`src/rtl/rom_dl_sequencer.sv`:
```
// Steers the HPS ROM download into program/graphics ROM with timed write strobes,
// a wait handshake to the source, and a game reset held across the download.
module rom_dl_sequencer #(
  parameter int PROG_BYTES  = 4096,
  parameter int GFX_BYTES   = 512,
  parameter int WR_CYCLES   = 2,
  parameter int HOLD_CYCLES = 16
) (
  input  logic        clk,
  input  logic        reset,
  input  logic        rst_req,
  input  logic        dl_active,
  input  logic        dl_wr,
  input  logic [13:0] dl_addr,
  input  logic [7:0]  dl_data,
  output logic        dl_wait,
  output logic [11:0] rom_addr,
  output logic [7:0]  rom_data,
  output logic        prog_we,
  output logic        gfx_we,
  output logic        game_reset,
  output logic [7:0]  checksum,
  output logic        dl_done,
  output logic        dl_err
);
  typedef enum logic [1:0] {IDLE, LOAD, WRITE, HOLD} state_t;

  localparam logic [13:0] PROG_END = 14'(PROG_BYTES);
  localparam logic [13:0] GFX_END  = 14'(PROG_BYTES + GFX_BYTES);

  state_t      state;
  logic [7:0]  hold_cnt;
  logic [3:0]  wr_cnt;
  logic        active_q;
  logic        rise;
  logic [11:0] gfx_off;

  assign rise    = dl_active & ~active_q;
  assign gfx_off = 12'(dl_addr - PROG_END);

  always_ff @(posedge clk or posedge reset) begin
    if (reset) begin
      state      <= HOLD;
      hold_cnt   <= 8'(HOLD_CYCLES);
      wr_cnt     <= '0;
      active_q   <= 1'b0;
      dl_wait    <= 1'b0;
      rom_addr   <= '0;
      rom_data   <= '0;
      prog_we    <= 1'b0;
      gfx_we     <= 1'b0;
      game_reset <= 1'b1;
      checksum   <= '0;
      dl_done    <= 1'b0;
      dl_err     <= 1'b0;
    end else begin
      active_q <= dl_active;
      case (state)
        IDLE: begin
          game_reset <= rst_req;
          if (rise) begin
            state      <= LOAD;
            checksum   <= '0;
            dl_err     <= 1'b0;
            game_reset <= 1'b1;
          end
        end
        LOAD: begin
          game_reset <= 1'b1;
          if (!dl_active) begin
            state    <= HOLD;
            hold_cnt <= 8'(HOLD_CYCLES);
            dl_done  <= 1'b1;
          end else if (dl_wr) begin
            if (dl_addr < PROG_END) begin
              rom_addr <= dl_addr[11:0];
              rom_data <= dl_data;
              prog_we  <= 1'b1;
              dl_wait  <= 1'b1;
              wr_cnt   <= 4'(WR_CYCLES);
              state    <= WRITE;
            end else if (dl_addr < GFX_END) begin
              rom_addr <= gfx_off;
              rom_data <= dl_data;
              gfx_we   <= 1'b1;
              dl_wait  <= 1'b1;
              wr_cnt   <= 4'(WR_CYCLES);
              state    <= WRITE;
            end else begin
              dl_err <= 1'b1;
            end
          end
        end
        WRITE: begin
          // a byte offered while we stall is a protocol violation and is dropped
          if (dl_wr) dl_err <= 1'b1;
          if (wr_cnt == 4'd1) begin
            prog_we  <= 1'b0;
            gfx_we   <= 1'b0;
            dl_wait  <= 1'b0;
            checksum <= checksum + rom_data;
            if (!dl_active) begin
              state    <= HOLD;
              hold_cnt <= 8'(HOLD_CYCLES);
              dl_done  <= 1'b1;
            end else begin
              state <= LOAD;
            end
          end else begin
            wr_cnt <= wr_cnt - 4'd1;
          end
        end
        HOLD: begin
          game_reset <= 1'b1;
          if (rise) begin
            state    <= LOAD;
            checksum <= '0;
            dl_err   <= 1'b0;
          end else if (hold_cnt <= 8'd1) begin
            // hand straight over to the IDLE follower so a held rst_req does not glitch low
            state      <= IDLE;
            hold_cnt   <= '0;
            game_reset <= rst_req;
          end else begin
            hold_cnt <= hold_cnt - 8'd1;
          end
        end
        default: state <= HOLD;
      endcase
    end
  end
endmodule

```
`config.mk`:
```
export PLATFORM = sky130hd
export DESIGN_NAME = rom_dl_sequencer
export DESIGN_NICKNAME = d
export VERILOG_FILES = /design/src/rtl/rom_dl_sequencer.sv
export SDC_FILE = /design/constraint.sdc
export NUM_CORES = 1
export LEC_CHECK = 0
export ABC_AREA = 1
export BUFFER_PORTS_ARGS = -buffer_cell sky130_fd_sc_hd__buf_2
export CAP_MARGIN = 20
export CORE_ASPECT_RATIO = 2
export CORE_MARGIN = 2
export CORE_UTILIZATION = 55
export DETAILED_ROUTE_END_ITERATION = 8
export GPL_ROUTABILITY_DRIVEN = 0
export PLACE_DENSITY = 0.86
export SLEW_MARGIN = 0
export SYNTH_ARGS = -nofsm -noshare
export SYNTH_HDL_FRONTEND = slang
export SYNTH_SLANG_ARGS = --single-unit
export TNS_END_PERCENT = 20
```
`constraint.sdc`:
```
create_clock -name clk -period 2.3 [get_ports clk]
set_input_delay 0.115 -clock clk [delete_from_list [all_inputs] [get_ports clk]]
set_output_delay 0.115 -clock clk [all_outputs]
set_load 0.005 [all_outputs]
```
# == After elaboration in Yosys (flattened, before gate mapping) ==
# Cells that the tools add are included.
# op_classes
order_cmp,3
multipliers,0
bitwise,2
addsub,4
n_eq_ne,20
reduce_logical,17
shifts,0
div_mod_pow,0
mux,56
# op_table
op,count
$mux W8,8
$lt A14 B13 Y1 const B,2
$mux W12,2
$pmux W8 S3,1
$mux W1,22
$ne A2 B2 Y1 const B,11
$mux W4,5
$reduce_and A5 Y1,4
$mux W2,9
$pmux W8 S2,1
$reduce_and A6 Y1,2
$sub A12 B1 Y12 const B,1
$ne A3 B3 Y1 const B,3
$add A8 B8 Y8,1
$le A8 B1 Y1 const B,1
$pmux W1 S2,4
$pmux W2 S4,1
$pmux W4 S2,1
$sub A8 B1 Y8 const B,1
$pmux W1 S3,2
$reduce_and A3 Y1,2
$reduce_bool A2 Y1,3
$reduce_bool A3 Y1,2
$eq A2 B2 Y1 const B,2
11 further kinds,11
# word_totals
regBits,49
output_inout_bits,34
in_bits,27
rom_bits,0
latchBits,0
elab_cells,115
mem_bits_rw,0
n_memories,0

# == Longest topological paths before layout ==
# Gate-level depths: netlist of run 1.
# logic_depth
ltp_word,6
ltp_mapped,11
mapped_depth_nobuf,11

# == Worst setup path after synthesis of run 1 ==
# No wires, ideal clock.
# synth_timing
path_type,reg-to-reg
start,register state[0]
end,register checksum[2]
synth_period_minus_slack_ps,1648
path_stages_with_launch,10
n_path_buf,1
slack_ps,652
arrival_time_ps,1523
required_time_ps,2175
setup_ps,125
cell_sequence,dfstp_2 > inv_1 > ha_1 > inv_1 > nor2_1 > nor2_1 > nand2_1 > buf_6 > nand2_1 > o31ai_1
# synth_via
elab_chain_cells,4
word_cells_on_any_way,9
classes_between,eq/ne (4); mux (1); reduce/logical (4)
# synth_rtl
element,line,text
from (decl),31,state_t state;
from (signal assigned),43,state <= HOLD;
from (signal assigned),62,state <= LOAD;
from (signal assigned),71,state <= HOLD;
$eq A2 B2 Y1 / $logic_not A2 Y1 (equally long branches),58,case (state)
$reduce_or A2 Y1 (no line),-,
$ne A2 B1 Y1 (no line) / $reduce_bool A2 Y1 (equally long branches),-,
$reduce_and A3 Y1 (no line),-,
to (signal assigned),101,checksum <= checksum + rom_data;
to (decl),22,"output logic [7:0] checksum,"
# Parallel ways exist; a longest one is shown, timed or not.
# A chain may end at the register's enable or synchronous reset.

# == Worst setup path after layout of run 1 ==
# Ends and elaborated chain as after synthesis.

==> results.txt, run 1 <==
The average wire length per cell after detail routing is 14.6 um. The horizontal extent of the die is 55.1 um. The post-synthesis to final-layout area growth came out at 20.6%. The worst setup path is launched from a flop. The final route contains 2709 vias. The worst setup path startpoint is state[0]. The number of failing hold endpoints at the final stage is 0. The fraction of layout instances using a drive strength above 1 is 0.227.

The most common cell in the synthesized netlist is nand2_1. The row count came out at 37. At the pin with the least slew margin, the transition time is 0.461 ns. The number of global-route vias before repair came out at 2782. The total overflow left after global routing is 0.

The root buffer cell chosen for the clock tree is clkbuf_8. Setup repair after global routing left no endpoint under its margin. The overall fraction of global-route tracks in use is 0.286.

The clock reaches the later pin of the worst-skew pair after 0.32 ns. The max-slew violation total from the final report is 0. The worst path in the final design needs a cycle of 2.00 ns, including I/O delays and setup. The first detailed-routing pass ran for 4 iterations. For this run, the number of Yosys warnings is 0.

The die area is 0.00585 mm^2. During placement, the flow inserted port buffers numbering 60. The initial core utilization is 0.564. The destination of the worst hold path is rom_data[7]. In this run the power density over the cells is 1260 mW/mm^2. Using the TritonRoute via totals, the vias-per-cell ratio works out to 5.43.

Synthesis inferred 49 register bits. The clock transition at the registers of the reported paths is 0.10 ns. The final period utilization came out at 0.871.

Counting flops with an async set or reset pin after synthesis yields a share of 1.00. The largest individual stage delay along the critical path comes from the cell dfstp_2. The wire length of the first global-routing pass is 12200 um. The total nets after synthesis is 410. The share of synthesized area occupied by flip-flops and latches is 0.428. Entering global routing, the biggest net connects 23 pins.

Summed over all failing endpoints, the final setup total negative slack is 0 ns. The post-route cell area is 0.00347 mm^2. The layout net count is 485. The worst register-to-register path ends at checksum[2].

The number of cells traversed by the worst hold path is 3. The number of antenna violations at the first check in global routing came to 0. Once detail routing completed, the nets flagged for antenna violations numbered 0. The post-place instance area is 0.00321 mm^2. The mean cell area of the mapped netlist is 7.87 um^2. The portion of synthesized cell area occupied by the leading cell type came out at 0.392. The count of maximum capacitance violations came out at 0.

The number of clock sinks seen by CTS is 49. The routed wire length came out at 7270 um. The flow ran to the end, and the final reports show no timing, DRC or antenna violations.

The largest vdd supply drop is 0.000811 V. The number of CTS-inserted buffers is 5. The startpoint identified for the worst register-to-register timing path is state[0].

In the post-synthesis netlist, the biggest area contributors are dfrtp_1 39%, nand2_1 14%, ha_1 7.4%. The min-delay analysis places its worst path in the category input port to flop. The critical path capture point type is a flop. The number of diodes added for antenna fixing is 0. The startpoint identified for the worst hold timing path is dl_data[7]. The area of the multi-input gates is 0.00143 mm^2. Measured against its own limit, the worst slew margin works out to 0.692. The H-tree depth came out at 2. The number of DRC violations after detailed-routing iteration 0 is 83. The count of unresolved DRC violations after routing came out at 0. The critical path goes through inv_1 -> ha_1 -> inv_1 -> nor2_1 -> nor2_1 -> nand2_1 -> o31ai_1. On the worst path, the slowest cell contributes a delay of 0.57 ns. The maximum fanout count along the critical path is 11.

The achievable clock frequency came out at 499 MHz. TritonCTS built the clock tree. The largest total area in the synthesized netlist belongs to dfrtp_1. Data on the critical path is required at its endpoint by 2.53 ns.

The most used flip-flop cell after synthesis is dfrtp_1. In this run, distinct cell masters in the synthesized netlist total 37. The buffer depth of the longest clock path is 2. The setup check on the worst reg-to-reg path leaves a slack of 0.30 ns.

For the final database, setup skew stands at 0.0113 ns. The summed instance area of the synthesized netlist came out at 0.00287 mm^2. Counting the fill cells in the layout gives 414. The endpoint arrival time on the critical path is 2.23 ns.

The sequential cell area is 0.00123 mm^2. The core box area is 0.00509 mm^2. The number of enable flip-flop cells after synthesis came out at 0. The post-DP HPWL is 5260 um. The final setup violation count came out at 0. The cell leakage power is 1.89 nW. The number of cells on the worst reg-to-reg path is 7.

Synthesis produced 365 cells. The number of top-level pins came out at 61. The category of the most critical setup path is flop to flop. The die is 106 um tall. Ranked by instance count, the synthesized netlist is headed by 107 x nand2_1, 45 x dfrtp_1, 37 x nor2_1.
[layer usage]
metal	share of wire	wire, um	GRT usage	up-vias
li1	-	-	-	1320
met1	0.35	2570	0.319	1288
met2	0.57	4130	0.491	79
met3	0.043	313	0.0435	22
met4	0.035	252	0.150	0
met5	0	0	0	-
[logic make-up (layout without fill, tap and decap cells)]
family          after synthesis  in the layout  share of synthesized area
compound gates               55             55                      0.109
xor+xnor                      6              6                     0.0183
fa+ha+maj                    18             18                     0.0810
buf+inv                      48            124                     0.0740
flops                        49             49                      0.428
simple gates                189            189                      0.290
[sequential cells by signal (all words and copies together) (netlist names), 2 cells and up]
register	count
state	2
rom_addr	12
wr_cnt	4
rom_data	8
hold_cnt	8
checksum	8
[worst max path at each step]
stage                     slack [ns]           to
after floorplan                 0.65  checksum[2]
after global placement          0.43  checksum[2]
after detailed placement        0.37  checksum[2]
after CTS                       0.27  checksum[2]
after global routing            0.13  checksum[2]
final                           0.30  checksum[2]
[power breakdown]
group / switching, mW / leakage (nW) / internal [mW]
logic: 1.38 / 1.21 / 0.835
clock network: 0.308 / 0.0574 / 0.354
registers: 0.276 / 0.621 / 1.23
total: 1.97 / 1.89 / 2.41
[final cells by class]
type	instances	area share
multi-input cells	268	0.413
flip-flops and latches	49	0.355
repair buffers	77	0.134
inverters	39	0.0430
clock buffers	6	0.0238
well taps	58	0.0209
clock inverters	2	0.0108
[repair_timing]
item,in CTS,in global routing
hold endpoints to repair,21,0
buffers inserted,0,0
hold buffers,14,0
resized for setup,0,0
[metrics by stage]
stage	std cells	hold WS, ns	total power [mW]	utilization	setup WS [ns]
global placement	477	0.0311	3.57	0.629	0.426
floorplan	365	0.146	3.03	-	0.652
finish	499	0.00512	4.38	0.681	0.296
detailed placement	477	0.0426	3.68	0.629	0.367
CTS	499	0.00190	4.39	0.681	0.274
global route	499	0.00175	4.78	0.681	0.126
[worst max-delay path, delay by kind of cell, from the launching register on]
kind                       cells  cell delay [ns]
adders and majority gates      1             0.39
buffers and inverters          2             0.25
DFF                            1             0.57
AOI/OAI and AO/OA              1             0.30
and+or+nand+nor                3             0.41
[layout by cell type, fill, tap and decap left out, types with 6 or more instances in the layout]
master	netlist	layout
buf_2	1	60
a21oi_1	7	7
inv_1	35	34
nand3_1	23	23
o21ai_1	7	7
nor2_1	37	37
o21ai_0	29	29
ha_1	17	17
nand2_1	107	107
dfrtp_1	45	45
clkbuf_8	0	6
dlygate4sd3_1	0	14
Power figures use the tool's default switching activity.
==> inputs of run 2 (changes only) <==
==> constraint.sdc (replaced) <==
create_clock -name clk -period 2.3 [get_ports clk]
set_input_delay 0.23 -clock clk [delete_from_list [all_inputs] [get_ports clk]]
set_output_delay 0.23 -clock clk [all_outputs]
set_load 0.005 [all_outputs]
==> run 2 against run 1 <==
  * Wire length shrank 7.0%
  * Via count fell by 2.5%
  * Die area unchanged
  * Global-route usage decreased by 1.7 points
  * Register-to-register slack is essentially flat
==> results.txt, run 2 (synthesized netlist as in run 1, its figures left out) <==
In this run the critical register-to-register path is captured at checksum[2]. The count of input and output buffers came out at 60 (unchanged). The clock transition at the registers of the reported paths is 0.10 ns (about the same).

The clock skew after layout is 0.0122 ns (+0.000926 ns). The number of CTS-inserted buffers was 5 (unchanged). The fraction of layout instances using a drive strength above 1 is 0.232 (+0.00509). The post-placement cell count is 476 (-0.21%).

The flow ran to the end, and the final reports show no timing, DRC or antenna violations. The endpoint arrival time on the critical path is 2.23 ns (about the same). The cell leakage power is 1.83 nW (-3.1%). CTS placed an instance of clkbuf_8 at the clock tree root. The post-CTS resize count came out at 0 (unchanged). The number of diodes added for antenna fixing came to 0 (unchanged).

The startpoint identified for the worst register-to-register timing path is state[0]. The max-slew violation total from the final report was 0 (unchanged). The layout net count came out at 471 (-2.9%). The initial core utilization came out at 0.564 (unchanged). The maximum number of pins on one net before global-route repair came out at 30 (+30%).

The buffer depth of the longest clock path is 2 (unchanged). The detailed route wirelength on metal2 came out at 3810 um (-7.8%). The startpoint type of the worst setup path is a flop. The number of cells traversed by the worst hold path is 1 (-2). The total power came out at 4.31 mW (-1.6%).

The latest clock arrival within the worst-skew pair is 0.32 ns (about the same). The number of antenna violations at the first check in global routing is 0 (unchanged). The average wire length per cell after detail routing came out at 13.9 um (-4.3%). The power density over the cells came out at 1290 mW/mm^2 (+2.2%). The worst relative slew slack is 0.583 (-0.109). The wire length of the first global-routing pass was 11600 um (-5.1%). The count of maximum capacitance violations is 0 (unchanged). The quantity of hold-fixing buffers added after cts is 1 (-13).

The post-CTS repair timing setup buffer count came out at 0 (unchanged). The maximum fanout count along the critical path came out at 11 (unchanged). The critical path capture point type is a flop. The number of clock sinks seen by CTS is 49 (unchanged). The register bank with the most flops is rom_addr. Setup repair after global routing left no endpoint under its margin.

The overall fraction of global-route tracks in use is 0.269 (-0.0172). The H-tree depth came to 2 (unchanged). The mean number of vias per cell came out at 5.44 (+0.27%). The number of vias in the routed layout is 2640 (-2.5%). The number of cells on the worst reg-to-reg path came to 7 (unchanged). The core box area was 0.00509 mm^2 (unchanged).

The register-to-register setup slack came out at 0.30 ns (about the same). The post-route cell area came to 0.00334 mm^2 (-3.8%). The final period utilization came out at 0.871 (about the same). The data required time at the worst endpoint is 2.53 ns (about the same).

The highest layer touched by signal routing is met4. The layout filler cell count came out at 443 (+7.0%). The number of iterations in the first detailed-routing pass is 6 (+2).

The number of non-filler instances in the completed layout came out at 485 (-2.8%). The final standard cell utilization of the core came out at 0.655 (-0.0256). The largest vdd supply drop came out at 0.000828 V (+2.0%).

The post-DP HPWL is 5120 um (-2.6%). The post-route met1 wirelength came out at 2520 um (-1.8%). The number of global-route vias before repair is 2710 (-2.6%). The setup TNS is 0 ns (unchanged). The die area came out at 0.00585 mm^2 (unchanged). In the layout the commonest cells are 107 x nand2_1, 60 x buf_2, 45 x dfrtp_1, 37 x nor2_1, 34 x inv_1. The achievable clock frequency came out at 499 MHz (about the same).

The flip-flop count of the largest register, all copies and words added came to 12 (unchanged). The antenna violation net count after detailed routing is 0 (unchanged). The CTS tree is done. The leading cell type in the layout, fill and taps excluded is nand2_1. The height of the chip came out at 106 um (unchanged). The row count is 37 (unchanged). The sum of overflow across all layers after global routing is 0 (unchanged). The horizontal extent of the die is 55.1 um (unchanged). The category of the most critical setup path is flop to flop. The met3 routed wirelength is 236 um (-25%).

The final setup violation count is 0 (unchanged). The count of unresolved DRC violations after routing is 0 (unchanged). In this run the worst hold path is classified as input port to flop. The minimum period implied by the final worst setup slack is 2.00 ns (-0.000917 ns). The number of DRC violations after detailed-routing iteration 0 is 86 (+3.6%). The number of failing hold endpoints at the final stage came out at 0 (unchanged). The post-place instance area is 0.00321 mm^2 (+0.16%). The routed wire length came out at 6760 um (-7.0%).

The worst setup path startpoint is state[0]. The number of top-level pins came to 61 (unchanged). The pin slew with the least headroom to its limit came out at 0.624 ns (+0.163 ns). The critical path ends at checksum[2]. The post-synthesis to final-layout area growth came out at 16.1%.
## run 2: power by group
part,switching [mW],internal (mW),total [mW]
sequential,0.267,1.23,1.49
clock,0.305,0.326,0.630
combinational,1.37,0.823,2.19
## run 2: cell type report
cell class                      instances  area, um^2  share of cell area
Clock buffer                            5        68.8              0.0206
Clock inverter                          3        46.3              0.0139
Inverter                               39         149              0.0446
Multi-Input combinational cell        268        1430               0.429
Sequential cell                        49        1230               0.369
Tap cell                               58        72.6              0.0218
Timing Repair Buffer                   63         338               0.101
## run 2: worst max-delay path: stages (launching register included)
cell and delay [ns]:
dfstp_2 0.57, inv_1 0.10, ha_1 0.38, inv_1 0.13, nor2_1 0.07, nor2_1 0.13, nand2_1 0.25, o31ai_1 0.29
## run 2: how the worst min path moves through the flow
stage,startpoint,to
2_1_floorplan,dl_active,active_q
3_5_place_dp,reset,rom_addr[2]
3_3_place_gp,reset,rom_data[5]
4_1_cts,dl_active,active_q
6_report,dl_active,active_q
5_1_grt,dl_active,active_q
## run 2: through the flow
step / setup slack [ns] / hold slack, ns
after detailed placement: 0.313 / 0.345
after floorplan: 0.652 / 0.261
final: 0.297 / 0.0966
after global routing: 0.106 / 0.0968
after global placement: 0.428 / 0.335
after CTS: 0.288 / 0.0908
## run 2: layer usage
| layer | up-vias | track usage |
|---|---|---|
| li1 | 1291 | - |
| met1 | 1259 | 0.292 |
| met2 | 73 | 0.467 |
| met3 | 17 | 0.0449 |
| met4 | 0 | 0.138 |
| met5 | - | 0 |
==> inputs of run 3 (changes only) <==
Settings changed: CORE_MARGIN 2 to 5, PLACE_DENSITY 0.86 to 0.91.
==> run 3 against run 2 <==
  * Power down 0.96%
  * Core utilization shrank 0.27 points
  * Wire length up 5.6%
  * First-iteration DRC count rose by 27%
==> results.txt, run 3 (synthesized netlist as in run 1, its figures left out) <==
The minimum period implied by the final worst setup slack is 2.00 ns (-0.00700 ns). The power density over the cells came out at 1290 mW/mm^2 (-0.55%). The total power is 4.27 mW (-0.96%). The buffer depth of the longest clock path came out at 2 (unchanged). The number of DRC violations after detailed-routing iteration 0 is 109 (+27%).

The layout net count is 471 (unchanged). The final setup violation count was 0 (unchanged). The wire length of the first global-routing pass is 11700 um (+1.1%). The post-route cell area came to 0.00332 mm^2 (-0.41%). Setup repair after global routing left no endpoint under its margin. Counting flops per register, the top entry is rom_addr. The core box area came out at 0.00509 mm^2 (unchanged).

The fraction of layout instances using a drive strength above 1 is 0.232 (unchanged). The setup TNS is 0 ns (unchanged). The number of non-filler instances in the completed layout was 485 (unchanged). The post-placement cell count came to 476 (unchanged).

The initial core utilization is 0.564 (unchanged). The number of iterations in the first detailed-routing pass is 5 (-1). The flow ran to the end, and the final reports show no timing, DRC or antenna violations. The number of CTS-inserted buffers came to 5 (unchanged).

STA classifies the critical path startpoint as a flop. The endpoint arrival time on the critical path is 2.22 ns (about the same). The maximum fanout count along the critical path is 11 (unchanged).

The data required time at the worst endpoint is 2.52 ns (about the same). The max-slew violation total from the final report is 0 (unchanged). The number of global-route vias before repair came out at 2666 (-1.6%). The average wire length per cell after detail routing is 14.7 um (+5.6%).

The height of the chip is 112 um (+5.6%). The maximum number of pins on one net before global-route repair came out at 27 (-10%). The H-tree depth is 2 (unchanged). The number of antenna violations at the first check in global routing came out at 0 (unchanged). The routed wire length came out at 7150 um (+5.6%). The final hold slack came out at 0.109 ns (+0.0128 ns). The count of input and output buffers is 60 (unchanged).

The pin slew with the least headroom to its limit came out at 0.592 ns (-0.0316 ns). The number of vias in the routed layout came to 2693 (+2.0%). The count of unresolved DRC violations after routing came out at 0 (unchanged). The worst-case setup margin in the final layout is 0.304 ns (+0.00700 ns). The horizontal extent of the die was 61.1 um (+11%). The pre-CTS setup slack came out at 0.348 ns (+0.0349 ns). The number of failing hold endpoints at the final stage came out at 0 (unchanged). The post-place instance area is 0.00321 mm^2 (unchanged). The startpoint identified for the worst register-to-register timing path is state[0]. The latest clock arrival within the worst-skew pair is 0.31 ns (about the same).

CTS placed an instance of clkbuf_8 at the clock tree root. Leaving out fill and tap cells, the most frequent cell in the layout is nand2_1. The row count is 37 (unchanged). The number of clock sinks seen by CTS is 49 (unchanged). The number of diodes added for antenna fixing is 0 (unchanged).

The clock skew after layout was 0.00971 ns (-0.00248 ns). The achievable clock frequency came to 501 MHz (+0.35%). The flip-flop count of the largest register, all copies and words added came out at 12 (unchanged). The antenna violation net count after detailed routing is 0 (unchanged). STA classifies the critical path endpoint as a flop. The clock transition at the registers of the reported paths is 0.09 ns (about the same). The worst setup path startpoint is state[0]. The largest vdd supply drop came out at 0.000820 V (-0.87%).

In this run the worst hold path is classified as input port to flop. The die area is 0.00686 mm^2 (+17%). The final standard cell utilization of the core came out at 0.652 (-0.00270). The worst relative slew slack came out at 0.604 (+0.0211).

The count of maximum capacitance violations came out at 0 (unchanged). The number of top-level pins is 61 (unchanged). The sum of overflow across all layers after global routing came to 0 (unchanged). Compared with the post-synthesis result, the final layout area differs by 15.6%. The final period utilization came out at 0.868 (-0.00304). The layout filler cell count is 418 (-5.6%). The mean number of vias per cell is 5.55 (+2.0%). The category of the most critical setup path is flop to flop.

Leaving out fill and tap cells, the most frequent cells in the layout are 107 x nand2_1, 60 x buf_2, 45 x dfrtp_1, 37 x nor2_1, 34 x inv_1. The post-DP HPWL came out at 5510 um (+7.6%). TritonCTS built the clock tree. The cell leakage power was 1.83 nW (about the same). In this run the most critical hold path is launched from dl_active. The overall fraction of global-route tracks in use was 0.225 (-0.0439).
[run 3: changes by cell type in the layout (fill, tap and decap cells not counted)]
cell,change
clkbuf_8,+2
bufinv_16,-1
clkinvlp_4,-1
clkinv_4,-1
clkinv_2,+1
[run 3: what timing repair did]
item	CTS	global route
endpoints found under the setup margin	0	0
buffers inserted	0	0
hold buffers	1	0
hold endpoints to repair	24	0
resized for setup	0	0
[run 3: path summary, 6_finish.rpt]
path,slack (ns),endpoint,cells after the start
min reg2reg,0.49,game_reset,2
min,0.11,active_q,1
max reg2reg,0.30,checksum[2],7
max,0.30,checksum[2],7
max in group asynchronous,1.11,game_reset,4
min in group asynchronous,0.56,rom_data[4],3
[run 3: critical path: stages (launching register included)]
cell     delay, ns
dfstp_2       0.57
inv_1         0.10
ha_1          0.39
inv_1         0.15
nor2_1        0.07
nor2_1        0.12
nand2_1       0.24
o31ai_1       0.27
[run 3: report_power, final]
group / internal (mW) / switching (mW) / total (mW)
Clock: 0.272 / 0.280 / 0.552
Sequential: 1.23 / 0.275 / 1.50
Combinational: 0.822 / 1.40 / 2.22
[run 3: routing by layer]
layer  wire (um)  part of all wire  track usage  vias to the layer above
met4         354             0.050        0.137                        0
met5           0                 0            0                        -
met1        2460              0.34        0.237                     1280
met2        3970              0.56        0.385                       92
li1            -                 -            -                     1290
met3         358             0.050       0.0449                       31
[run 3: cell type report]
cell class | count | area (um^2) | share of cell area
Sequential cell | 49 | 1230 | 0.371
Clock buffer | 7 | 96.3 | 0.0290
Timing Repair Buffer | 63 | 338 | 0.102
Multi-Input combinational cell | 268 | 1430 | 0.431
Tap cell | 58 | 72.6 | 0.0218
Clock inverter | 1 | 5.00 | 0.00151
Inverter | 39 | 149 | 0.0448
